## src/rtl/spi_slave_burst_pkg.sv

```systemverilog
// Shared types and constants for the burst-capable SPI target.
package spi_slave_pkg;

  typedef enum logic [2:0] {
    ST_IDLE     = 3'd0,
    ST_ADDR     = 3'd1,
    ST_CMD      = 3'd2,
    ST_RD_FETCH = 3'd3,
    ST_RD_SHIFT = 3'd4,
    ST_WR_SHIFT = 3'd5,
    ST_DRAIN    = 3'd6
  } state_t;

  localparam logic RW_READ       = 1'b1;
  localparam int   CLK_RATIO_MIN = 16;

endpackage

```

## src/rtl/spi_slave_burst_sync_edge.sv

```systemverilog
// Brings sclk/csz/sdi into the clk domain and turns sclk/csz transitions into
// single-cycle pulses, with sample/shift edges chosen by CPOL/CPHA.
module spi_sync_edge #(
  parameter bit CPOL = 1'b0,
  parameter bit CPHA = 1'b0
) (
  input  logic clk,
  input  logic reset,
  input  logic sclk,
  input  logic csz,
  input  logic sdi,
  output logic sample_edge,
  output logic shift_edge,
  output logic csz_fall,
  output logic csz_rise,
  output logic sdi_s
);

  logic [1:0] sclk_sync_r;
  logic [1:0] csz_sync_r;
  logic [1:0] sdi_sync_r;
  logic       sclk_prev_r;
  logic       csz_prev_r;
  logic       rise_s;
  logic       fall_s;
  logic       lead_s;
  logic       trail_s;

  // Synchroniser chains plus one history flop per edge-detected input
  always_ff @(posedge clk or posedge reset) begin
    if (reset) begin
      sclk_sync_r <= {2{CPOL}};
      sclk_prev_r <= CPOL;
      // csz history resets low so a select already held low is not seen as a fall
      csz_sync_r  <= 2'b00;
      csz_prev_r  <= 1'b0;
      sdi_sync_r  <= 2'b00;
    end else begin
      sclk_sync_r <= {sclk_sync_r[0], sclk};
      sclk_prev_r <= sclk_sync_r[1];
      csz_sync_r  <= {csz_sync_r[0], csz};
      csz_prev_r  <= csz_sync_r[1];
      sdi_sync_r  <= {sdi_sync_r[0], sdi};
    end
  end

  assign rise_s      = sclk_sync_r[1] & ~sclk_prev_r;
  assign fall_s      = ~sclk_sync_r[1] & sclk_prev_r;
  assign lead_s      = CPOL ? fall_s : rise_s;
  assign trail_s     = CPOL ? rise_s : fall_s;
  assign sample_edge = CPHA ? trail_s : lead_s;
  assign shift_edge  = CPHA ? lead_s : trail_s;
  assign csz_fall    = csz_prev_r & ~csz_sync_r[1];
  assign csz_rise    = ~csz_prev_r & csz_sync_r[1];
  assign sdi_s       = sdi_sync_r[1];

endmodule

```

## src/rtl/spi_slave_burst.sv

```systemverilog
// SPI target with auto-increment bursts and abort detection, oversampled in the
// clk domain; each completed word becomes a one-cycle mem_req strobe.
module spi_slave_burst
  import spi_slave_pkg::*;
#(
  parameter int ADDR_W   = 7,
  parameter int DATA_W   = 16,
  parameter bit CPOL     = 1'b0,
  parameter bit CPHA     = 1'b0,
  parameter bit BURST_EN = 1'b1
) (
  input  logic              clk,
  input  logic              reset,
  input  logic              sclk,
  input  logic              csz,
  input  logic              sdi,
  output logic              sdo,
  output logic              sdo_oe,
  output logic              mem_req,
  output logic              mem_we,
  output logic [ADDR_W-1:0] mem_addr,
  output logic [DATA_W-1:0] mem_wdata,
  input  logic [DATA_W-1:0] mem_rdata,
  output logic              frame_done,
  output logic              frame_err
);

  localparam int MAX_W = (ADDR_W > DATA_W) ? ADDR_W : DATA_W;
  localparam int CNT_W = $clog2(MAX_W);

  logic sample_edge_s, shift_edge_s, csz_fall_s, csz_rise_s, sdi_s;

  spi_sync_edge #(.CPOL(CPOL), .CPHA(CPHA)) u_sync_edge (
    .clk         (clk),
    .reset       (reset),
    .sclk        (sclk),
    .csz         (csz),
    .sdi         (sdi),
    .sample_edge (sample_edge_s),
    .shift_edge  (shift_edge_s),
    .csz_fall    (csz_fall_s),
    .csz_rise    (csz_rise_s),
    .sdi_s       (sdi_s)
  );

  state_t              state_r, state_nxt;
  logic [CNT_W-1:0]    bit_cnt_r, bit_cnt_nxt;
  logic [ADDR_W-1:0]   cur_addr_r, cur_addr_nxt;
  logic [DATA_W-2:0]   rx_r, rx_nxt;
  logic [DATA_W-1:0]   tx_r, tx_nxt;
  logic                word_done_r, word_done_nxt;
  logic                fetch_wait_r, fetch_wait_nxt;
  logic                sdo_nxt, sdo_oe_nxt, mem_req_nxt, mem_we_nxt;
  logic [ADDR_W-1:0]   mem_addr_nxt;
  logic [DATA_W-1:0]   mem_wdata_nxt, rx_shift_s;
  logic                frame_done_nxt, frame_err_nxt, abort_s, last_bit_s;

  assign rx_shift_s = {rx_r, sdi_s};
  assign last_bit_s = (bit_cnt_r == CNT_W'(DATA_W - 1));
  assign abort_s    = (state_r == ST_ADDR) || (state_r == ST_CMD) ||
                      (bit_cnt_r != {CNT_W{1'b0}}) || !word_done_r;

  // State and output registers
  always_ff @(posedge clk or posedge reset) begin
    if (reset) begin
      state_r      <= ST_IDLE;
      bit_cnt_r    <= {CNT_W{1'b0}};
      cur_addr_r   <= {ADDR_W{1'b0}};
      rx_r         <= {(DATA_W-1){1'b0}};
      tx_r         <= {DATA_W{1'b0}};
      word_done_r  <= 1'b0;
      fetch_wait_r <= 1'b0;
      sdo          <= 1'b1;
      sdo_oe       <= 1'b0;
      mem_req      <= 1'b0;
      mem_we       <= 1'b0;
      mem_addr     <= {ADDR_W{1'b0}};
      mem_wdata    <= {DATA_W{1'b0}};
      frame_done   <= 1'b0;
      frame_err    <= 1'b0;
    end else begin
      state_r      <= state_nxt;
      bit_cnt_r    <= bit_cnt_nxt;
      cur_addr_r   <= cur_addr_nxt;
      rx_r         <= rx_nxt;
      tx_r         <= tx_nxt;
      word_done_r  <= word_done_nxt;
      fetch_wait_r <= fetch_wait_nxt;
      sdo          <= sdo_nxt;
      sdo_oe       <= sdo_oe_nxt;
      mem_req      <= mem_req_nxt;
      mem_we       <= mem_we_nxt;
      mem_addr     <= mem_addr_nxt;
      mem_wdata    <= mem_wdata_nxt;
      frame_done   <= frame_done_nxt;
      frame_err    <= frame_err_nxt;
    end
  end

  // Next-state and next-output decode
  always_comb begin
    state_nxt      = state_r;
    bit_cnt_nxt    = bit_cnt_r;
    cur_addr_nxt   = cur_addr_r;
    rx_nxt         = rx_r;
    tx_nxt         = tx_r;
    word_done_nxt  = word_done_r;
    fetch_wait_nxt = 1'b0;
    mem_req_nxt    = 1'b0;
    mem_we_nxt     = mem_we;
    mem_addr_nxt   = mem_addr;
    mem_wdata_nxt  = mem_wdata;
    frame_done_nxt = 1'b0;
    frame_err_nxt  = 1'b0;

    // csz rising ends any frame and takes priority over a coincident sample edge
    if ((state_r != ST_IDLE) && csz_rise_s) begin
      state_nxt      = ST_IDLE;
      bit_cnt_nxt    = {CNT_W{1'b0}};
      frame_err_nxt  = abort_s;
      frame_done_nxt = !abort_s;
    end else begin
      case (state_r)
        ST_IDLE: begin
          if (csz_fall_s) begin
            state_nxt     = ST_ADDR;
            bit_cnt_nxt   = {CNT_W{1'b0}};
            word_done_nxt = 1'b0;
          end else begin
            state_nxt = ST_IDLE;
          end
        end
        ST_ADDR: begin
          if (sample_edge_s) begin
            cur_addr_nxt = {cur_addr_r[ADDR_W-2:0], sdi_s};
            if (bit_cnt_r == CNT_W'(ADDR_W - 1)) begin
              state_nxt   = ST_CMD;
              bit_cnt_nxt = {CNT_W{1'b0}};
            end else begin
              bit_cnt_nxt = bit_cnt_r + CNT_W'(1);
            end
          end else begin
            state_nxt = ST_ADDR;
          end
        end
        ST_CMD: begin
          if (sample_edge_s) begin
            bit_cnt_nxt = {CNT_W{1'b0}};
            if (sdi_s == RW_READ) begin
              state_nxt    = ST_RD_FETCH;
              mem_req_nxt  = 1'b1;
              mem_we_nxt   = 1'b0;
              mem_addr_nxt = cur_addr_r;
            end else begin
              state_nxt = ST_WR_SHIFT;
            end
          end else begin
            state_nxt = ST_CMD;
          end
        end
        ST_RD_FETCH: begin
          // mem_req is on the port during the first cycle; rdata arrives in the second
          if (fetch_wait_r) begin
            tx_nxt      = mem_rdata;
            state_nxt   = ST_RD_SHIFT;
            bit_cnt_nxt = {CNT_W{1'b0}};
          end else begin
            fetch_wait_nxt = 1'b1;
          end
        end
        ST_RD_SHIFT: begin
          if (sample_edge_s) begin
            if (last_bit_s) begin
              word_done_nxt = 1'b1;
              bit_cnt_nxt   = {CNT_W{1'b0}};
              if (BURST_EN) begin
                cur_addr_nxt = cur_addr_r + ADDR_W'(1);
                state_nxt    = ST_RD_FETCH;
                mem_req_nxt  = 1'b1;
                mem_we_nxt   = 1'b0;
                mem_addr_nxt = cur_addr_r + ADDR_W'(1);
              end else begin
                state_nxt = ST_DRAIN;
              end
            end else begin
              bit_cnt_nxt = bit_cnt_r + CNT_W'(1);
            end
          end else if (shift_edge_s && (bit_cnt_r != {CNT_W{1'b0}})) begin
            tx_nxt = {tx_r[DATA_W-2:0], 1'b1};
          end else begin
            state_nxt = ST_RD_SHIFT;
          end
        end
        ST_WR_SHIFT: begin
          if (sample_edge_s) begin
            rx_nxt = rx_shift_s[DATA_W-2:0];
            if (last_bit_s) begin
              mem_req_nxt   = 1'b1;
              mem_we_nxt    = 1'b1;
              mem_addr_nxt  = cur_addr_r;
              mem_wdata_nxt = rx_shift_s;
              word_done_nxt = 1'b1;
              bit_cnt_nxt   = {CNT_W{1'b0}};
              if (BURST_EN) begin
                cur_addr_nxt = cur_addr_r + ADDR_W'(1);
              end else begin
                state_nxt = ST_DRAIN;
              end
            end else begin
              bit_cnt_nxt = bit_cnt_r + CNT_W'(1);
            end
          end else begin
            state_nxt = ST_WR_SHIFT;
          end
        end
        ST_DRAIN: begin
          state_nxt = ST_DRAIN;
        end
        default: begin
          state_nxt = ST_IDLE;
        end
      endcase
    end

    sdo_oe_nxt = (state_nxt == ST_RD_SHIFT);
    sdo_nxt    = sdo_oe_nxt ? tx_nxt[DATA_W-1] : 1'b1;
  end

endmodule
```

## config.mk

```make
export PLATFORM = sky130hd
export DESIGN_NAME = spi_slave_burst
export DESIGN_NICKNAME = d
export VERILOG_FILES = /design/src/rtl/spi_slave_burst_pkg.sv /design/src/rtl/spi_slave_burst_sync_edge.sv /design/src/rtl/spi_slave_burst.sv
export SDC_FILE = /design/constraint.sdc
export NUM_CORES = 1
export LEC_CHECK = 0
export ABC_AREA = 1
export CELL_PAD_IN_SITES_DETAIL_PLACEMENT = 1
export CELL_PAD_IN_SITES_GLOBAL_PLACEMENT = 2
export CORE_MARGIN = 5
export CORE_UTILIZATION = 33
export CTS_CLUSTER_DIAMETER = 100
export CTS_CLUSTER_SIZE = 14
export DETAILED_ROUTE_END_ITERATION = 6
export GPL_ROUTABILITY_DRIVEN = 0
export GPL_TIMING_DRIVEN = 1
export PLACE_DENSITY = 0.81
export SLEW_MARGIN = 20
export SYNTH_ARGS = -nofsm -noshare
export SYNTH_HDL_FRONTEND = slang
export SYNTH_HIERARCHICAL = 1
export SYNTH_SLANG_ARGS = --single-unit
```

## constraint.sdc

```tcl
create_clock -name clk -period 2.6 [get_ports clk]
set_input_delay 0.39 -clock clk [delete_from_list [all_inputs] [get_ports clk]]
set_output_delay 0.39 -clock clk [all_outputs]
set_load 0.02 [all_outputs]
```

==> metrics <==
outcome finished clean; Root Driver clkbuf_16; Max Clk Rate 0.446 GHz; DRT iter0 DRCs 201; clock sink total 84; CTS Hold Bufs 0; CTS max path bufs 2; Peak VDD IR 0.326 mV; Horiz. Die Dim 121 um; Worst R2R End cur_addr_r[0]; share of layout cells above drive strength 1 9.31%; Nets 557; drt total wl 9520 um; synth warn 6; H-tree depth 3; Clk Latency, worst-skew pair 0.35 ns; Vias/cell 4.75; # rows 40; # setup viols final 0; Post-Syn Instances 487; Worst-Margin Slew 0.657 ns; dpl hpwl 6650 um; Cell variety after synth 36; synthesis-to-finish area growth 22.5%; CP Launch Type flop; worst r2r path cells 8; DIE AREA 14600 um2; sequential share of the synthesized area 52.0%; worst reg2reg setup slack 0.36 ns; slowest CP cell dfrtp_1; core area 12000 um2; fin crit share 86.2%; Syn Area/Cell 8.30 um2; Starting Density 33.7%; WS Path Type reg -> reg; Synth Register Bits 84; Fin Clk Skew 0.00671 ns; Worst Path Buf+Inv 2; commonest cells after routing, fill and taps aside nand2_1, dfrtp_1, o21ai_0; Post-Syn Area 4040 um2; hold slack 0.332 ns; commonest non-fill, non-tap cell in the layout nand2_1; vias in the first global route 3500; RSZ-0062 raised after global routing false; Worst setup EP type flop; largest net degree at the start of global routing 77; FF-to-FF Start state_r[1]; Critical Path RT 2.84 ns; Static Leak 2.24 nW; Reg clk slew, reported paths 0.07 ns; IO Pins 50; CP peak stage delay 0.55 ns; PortBufs 49; CP Cell Sequence nor2_4 -> inv_1 -> nand2_1 -> nand2_1 -> nor2_2 -> inv_1 -> a21oi_1 -> nor2_1; worst hold path class in -> async; global route total overflow 0; Final ANT Viol Nets 0; Total GRT Usage 14.3%; CP Max Fanout 13; TritonRoute pass-1 iters 4; Cell Pwr Density 720 nW/um2; Max-Cap Viols 0; CTS tree yes; post-layout min period 2.24 ns; via count 3249; Largest delay share family, worst path simple AND/OR/NAND/NOR gates; ANT cells 0; Final Max Slew Viols 0; Critical Path AT 2.49 ns; initial antenna violation count 0; first-pass GRT wire length 16700 um; Avg WL per Cell 13.9 um; syn nets 512; worst rel slew slack 56.1%; height of the die 121 um; PostCTS Resize Cnt 0; final hold vios 0; cts bufs inserted 9; number of remaining DRC errors 0; Setup Buffers After CTS 0; Setup TNS 0 ns
-- flip-flops by register name, summed over array words and instances (netlist names) --
register                 cells
mem_wdata                   16
tx_r                        16
rx_r                        15
cur_addr_r                   7
mem_addr                     7
bit_cnt_r                    4
state_r                      3
u_sync_edge/csz_sync_r       2
u_sync_edge/sclk_sync_r      2
u_sync_edge/sdi_sync_r       2
fetch_wait_r                 1
frame_done                   1
frame_err                    1
mem_req                      1
mem_we                       1
sdo                          1
sdo_oe                       1
u_sync_edge/csz_prev_r       1
u_sync_edge/sclk_prev_r      1
word_done_r                  1
-- worst reg2reg max path, cell delays in order (launching register included) --
cell     delay [ns]
dfrtp_1        0.55
nor2_4         0.30
inv_1          0.26
nand2_1        0.17
nand2_1        0.10
nor2_2         0.40
inv_1          0.17
a21oi_1        0.15
nor2_1         0.05
-- layer usage --
layer / share of wire (%) / up-vias / global-route usage (%)
li1: - / 1632 / -
met1: 50 / 1569 / 19.0
met2: 45 / 39 / 22.6
met3: 3.2 / 9 / 4.12
met4: 1.2 / 0 / 4.04
met5: 0 / - / 0
-- Yosys cell counts, drive strengths merged --
library cell	count	area, um2
a21boi	1	7.51
a21oi	6	33.8
a31oi	1	6.26
buf	14	101
clkbuf	7	27.5
clkinv	1	3.75
dfrtp	83	2080
dfstp	1	26.3
ha	4	50.1
inv	63	236
nand2	133	519
nand3	29	158
nand3b	3	22.5
nand4	4	25.0
nor2	41	205
nor4	1	6.26
o211ai	4	30.0
o21ai	83	442
o22ai	1	6.26
or2	1	6.26
xnor2	1	8.76
xor2	5	43.8
-- worst max path at each step --
stage	start	endpoint	slack, ns	cells after the start
final	state_r[1]	cur_addr_r[0]	0.36	8
after global routing	state_r[1]	cur_addr_r[0]	0.15	8
after detailed placement	state_r[1]	tx_r[6]	0.20	6
after CTS	state_r[1]	tx_r[6]	0.18	6
after global placement	state_r[1]	cur_addr_r[0]	0.34	8
after floorplan	reset	bit_cnt_r[0]	0.27	1
-- through the flow --
| stage | worst slack, ns | std cells | util, % | instance area, um2 | power, W |
|---|---|---|---|---|---|
| after floorplan | 0.273 | 487 | - | 4040 | 0.00209 |
| after global placement | 0.342 | 668 | 38.7 | 4650 | 0.00226 |
| after detailed placement | 0.199 | 668 | 38.7 | 4650 | 0.00228 |
| after CTS | 0.181 | 684 | 41.2 | 4950 | 0.00362 |
| after global routing | 0.155 | 684 | 41.2 | 4950 | 0.00380 |
| final | 0.359 | 684 | 41.2 | 4950 | 0.00356 |
-- cells by family after synthesis --
| family | share of synthesized area [%] |
|---|---|
| adder cells (fa/ha/maj) | 1.24 |
| buffers and inverters | 9.13 |
| flip-flops | 52.0 |
| AO/OA/AOI/OAI | 13.0 |
| XOR/XNOR | 1.30 |
| AND/OR/NAND/NOR | 23.3 |
-- report_power, final --
group / internal (W) / switching (W)
Clock: 0.000749 / 0.000565
Combinational: 0.000249 / 0.000414
Sequential: 0.00145 / 0.000132
-- final cells by class --
class	count	area, um2
inverters	64	240
clock inverters	7	75.1
multi-input cells	318	1580
well taps	147	184
flip-flops and latches	84	2100
clock buffers	9	225
fillers	1447	7060
repair buffers	55	548
No activity file was read; power rests on OpenSTA's default activity.
==> RTL edit: new RTL, config.mk and constraints unchanged <==
Change the parameter `DATA_W` from 16 to 8.
--- a/src/rtl/spi_slave_burst.sv
+++ b/src/rtl/spi_slave_burst.sv
@@ -5,5 +5,5 @@
 #(
   parameter int ADDR_W   = 7,
-  parameter int DATA_W   = 16,
+  parameter int DATA_W   = 8,
   parameter bit CPOL     = 1'b0,
   parameter bit CPHA     = 1'b0,
Interface: changed (resized mem_rdata and mem_wdata); port bits go from 50 to 34. No check against the original RTL was run, so the function may have changed too.
==> RTL edit against the unedited design <==
Routed wire length down 24%; critical path depth up 1; largest cell class unchanged; power down 27%; final area down 27%; clock skew up 0.0021 ns; non-clock buffer count down 21; critical path type unchanged; worst setup slack better by 0.33 ns; largest power group unchanged; sequential cell count down 25; synthesized cell count down 23%; synthesized area down 27%; fmax up 17%; combinational power down 20%.
==> RTL edit: results (changes against the unedited design) <==
| Quantity | Reported | Delta |
|---|---|---|
| Critical-path maximum fanout | 8 | -5 |
| Net Switching | 0.838 mW | -25% |
| Global Route met3 Usage | 4.69% | +0.57 points |
| Placed wire-length estimate after detailed placement | 5540 um | -17% |
| Predominant post-synthesis flop cell | dfrtp_1 |  |
| Register area share after synthesis | 49.9% | -2.1 points |
| Per-cell routed wire length | 13.8 um | -1.1% |
| Final cycle utilization of the critical path | 73.6% | -13 points |
| Clock-pin transition on the worst setup and hold timing paths | 0.07 ns | about the same |
| Metal2 WL | 3620 um | -16% |
| Met1 Use GR | 18.3% | -0.67 points |
| Crit path capture | sdo$_DFF_PP1_ |  |
| Top flop regs | mem_wdata x8, tx_r x8 |  |
| Arrival time reported for the critical path endpoint | 2.18 ns | -0.31 ns |
| Vias in the first global route | 2589 | -26% |
| DP Cell Count | 509 | -24% |
| Clock Tree Root | clkbuf_8 |  |
| Highest metal layer with signal wires | met4 |  |
| Crit path from | u_sync_edge/sclk_sync_r[1]$_DFF_PP0_ |  |
| Max-slew headroom at the worst pin | 51.5% | -4.6 points |
| Worst hold-check path type | in -> async |  |
| Most numerous cell types in the synthesized netlist | nand2_1, dfrtp_1, inv_1, o21ai_1, nand3_1 |  |
| Maximum Capacitance Violations | 0 | unchanged |
| Drt initial violations | 79 | -61% |
| Count of placed standard cells in the final layout, fillers left out | 525 | -23% |
| Clock skew | 0.00880 ns | +0.00209 ns |
| Maximum single-stage delay on the critical path | 0.55 ns | about the same |
| Distinct cells, synth | 28 | -22% |
| Share of post-route cells with drive strength above 1 | 12.0% | +2.7 points |
| Maximum number of pins on one net before global-route repair | 52 | -32% |
| Leakage Power | 1.75 nW | -22% |
| Cell types occupying the most area after synthesis | dfrtp_1, nand2_1, inv_1, o21ai_1, nand3_1 |  |
| Per-cell via count in the routed design | 4.69 | -1.4% |
| Routed metal-1 wire length | 3290 um | -31% |
| Worst reg-to-reg path cell count | 9 | +1 |
| Met2 capacity usage during global routing | 23.8% | +1.2 points |
| Synth warn | 6 | unchanged |
| Synthesized-area fraction occupied by ao, oa, aoi and oai cells | 9.93% | -3.1 points |
| Met3 routed WL | 259 um | -16% |
| Setup slack, reg-to-reg | 0.69 ns | +0.33 ns |
| Total global-route track usage | 14.3% | +0.068 points |
| Number of nets at the end of the flow | 430 | -23% |
| Maximum vdd drop | 0.000409 V | +26% |
| Fraction of synthesized cell area in xor and xnor cells | 0.888% | -0.41 points |
| Avg Cell Area, Syn | 7.89 um2 | -4.9% |
| Result of the run | completed |  |
| Post-CTS Setup Repair Bufs | 0 | unchanged |
| Net count of the mapped netlist | 393 | -23% |
| Clock buffer depth | 2 | unchanged |
| Wire length of the first global-routing pass | 12800 um | -23% |
| Pre-CTS setup slack | 0.709 ns | +0.510 ns |
| Adder-cell share of the synthesized area | 2.11% | +0.88 points |
| Count of input and output buffers | 33 | -33% |
| H-tree lvl count | 3 | unchanged |
| Share of synthesized area spent on multiplexers | 0% | unchanged |
| Worst path slowest cell | nor2_1 |  |
-- RTL edit: cell type report --
class / instances / area, um2
fillers: 1074 / 5100
flip-flops and latches: 59 / 1480
multi-input cells: 252 / 1220
repair buffers: 34 / 350
inverters: 56 / 210
well taps: 108 / 135
clock buffers: 9 / 124
clock inverters: 7 / 101
-- RTL edit: per-stage QoR --
step	area (um2)	utilization, %
2_1_floorplan	2960	-
3_3_place_gp	3390	38.9
3_5_place_dp	3390	38.9
4_1_cts	3620	41.5
5_1_grt	3620	41.5
6_report	3620	41.5
-- RTL edit: logic make-up after synthesis --
kind of cell / Yosys count
xor+xnor: 3
fa+ha+maj: 5
buf+inv: 64
compound gates: 52
flops: 59
simple gates: 192
-- RTL edit: power by group through the flow --
stage,sequential [mW],clock [mW],combinational (mW)
after global routing,1.14,1.03,0.625
after CTS,1.13,0.976,0.543
after global placement,1.14,0,0.530
after detailed placement,1.14,0,0.539
after floorplan,1.12,0,0.386
final,1.12,0.941,0.532
-- RTL edit: critical path, delay by kind of cell (launching register included) --
kind          cells  cell delay, ns
simple gates      7            1.28
buf+inv           2            0.19
flops             1            0.37
-- RTL edit: how the worst min path moves through the flow --
stage	startpoint	endpoint	slack (ns)	cells past startpoint
finish	reset	u_sync_edge/csz_sync_r[1]$_DFF_PP0_	0.34	2
global route	reset	u_sync_edge/sclk_sync_r[0]$_DFF_PP0_	0.35	2
CTS	reset	u_sync_edge/sclk_sync_r[0]$_DFF_PP0_	0.34	2
detailed placement	u_sync_edge/csz_sync_r[0]$_DFF_PP0_	u_sync_edge/csz_sync_r[1]$_DFF_PP0_	0.34	0
global placement	u_sync_edge/sdi_sync_r[0]$_DFF_PP0_	u_sync_edge/sdi_sync_r[1]$_DFF_PP0_	0.33	0
floorplan	reset	u_sync_edge/csz_prev_r$_DFF_PP0_	0.21	1
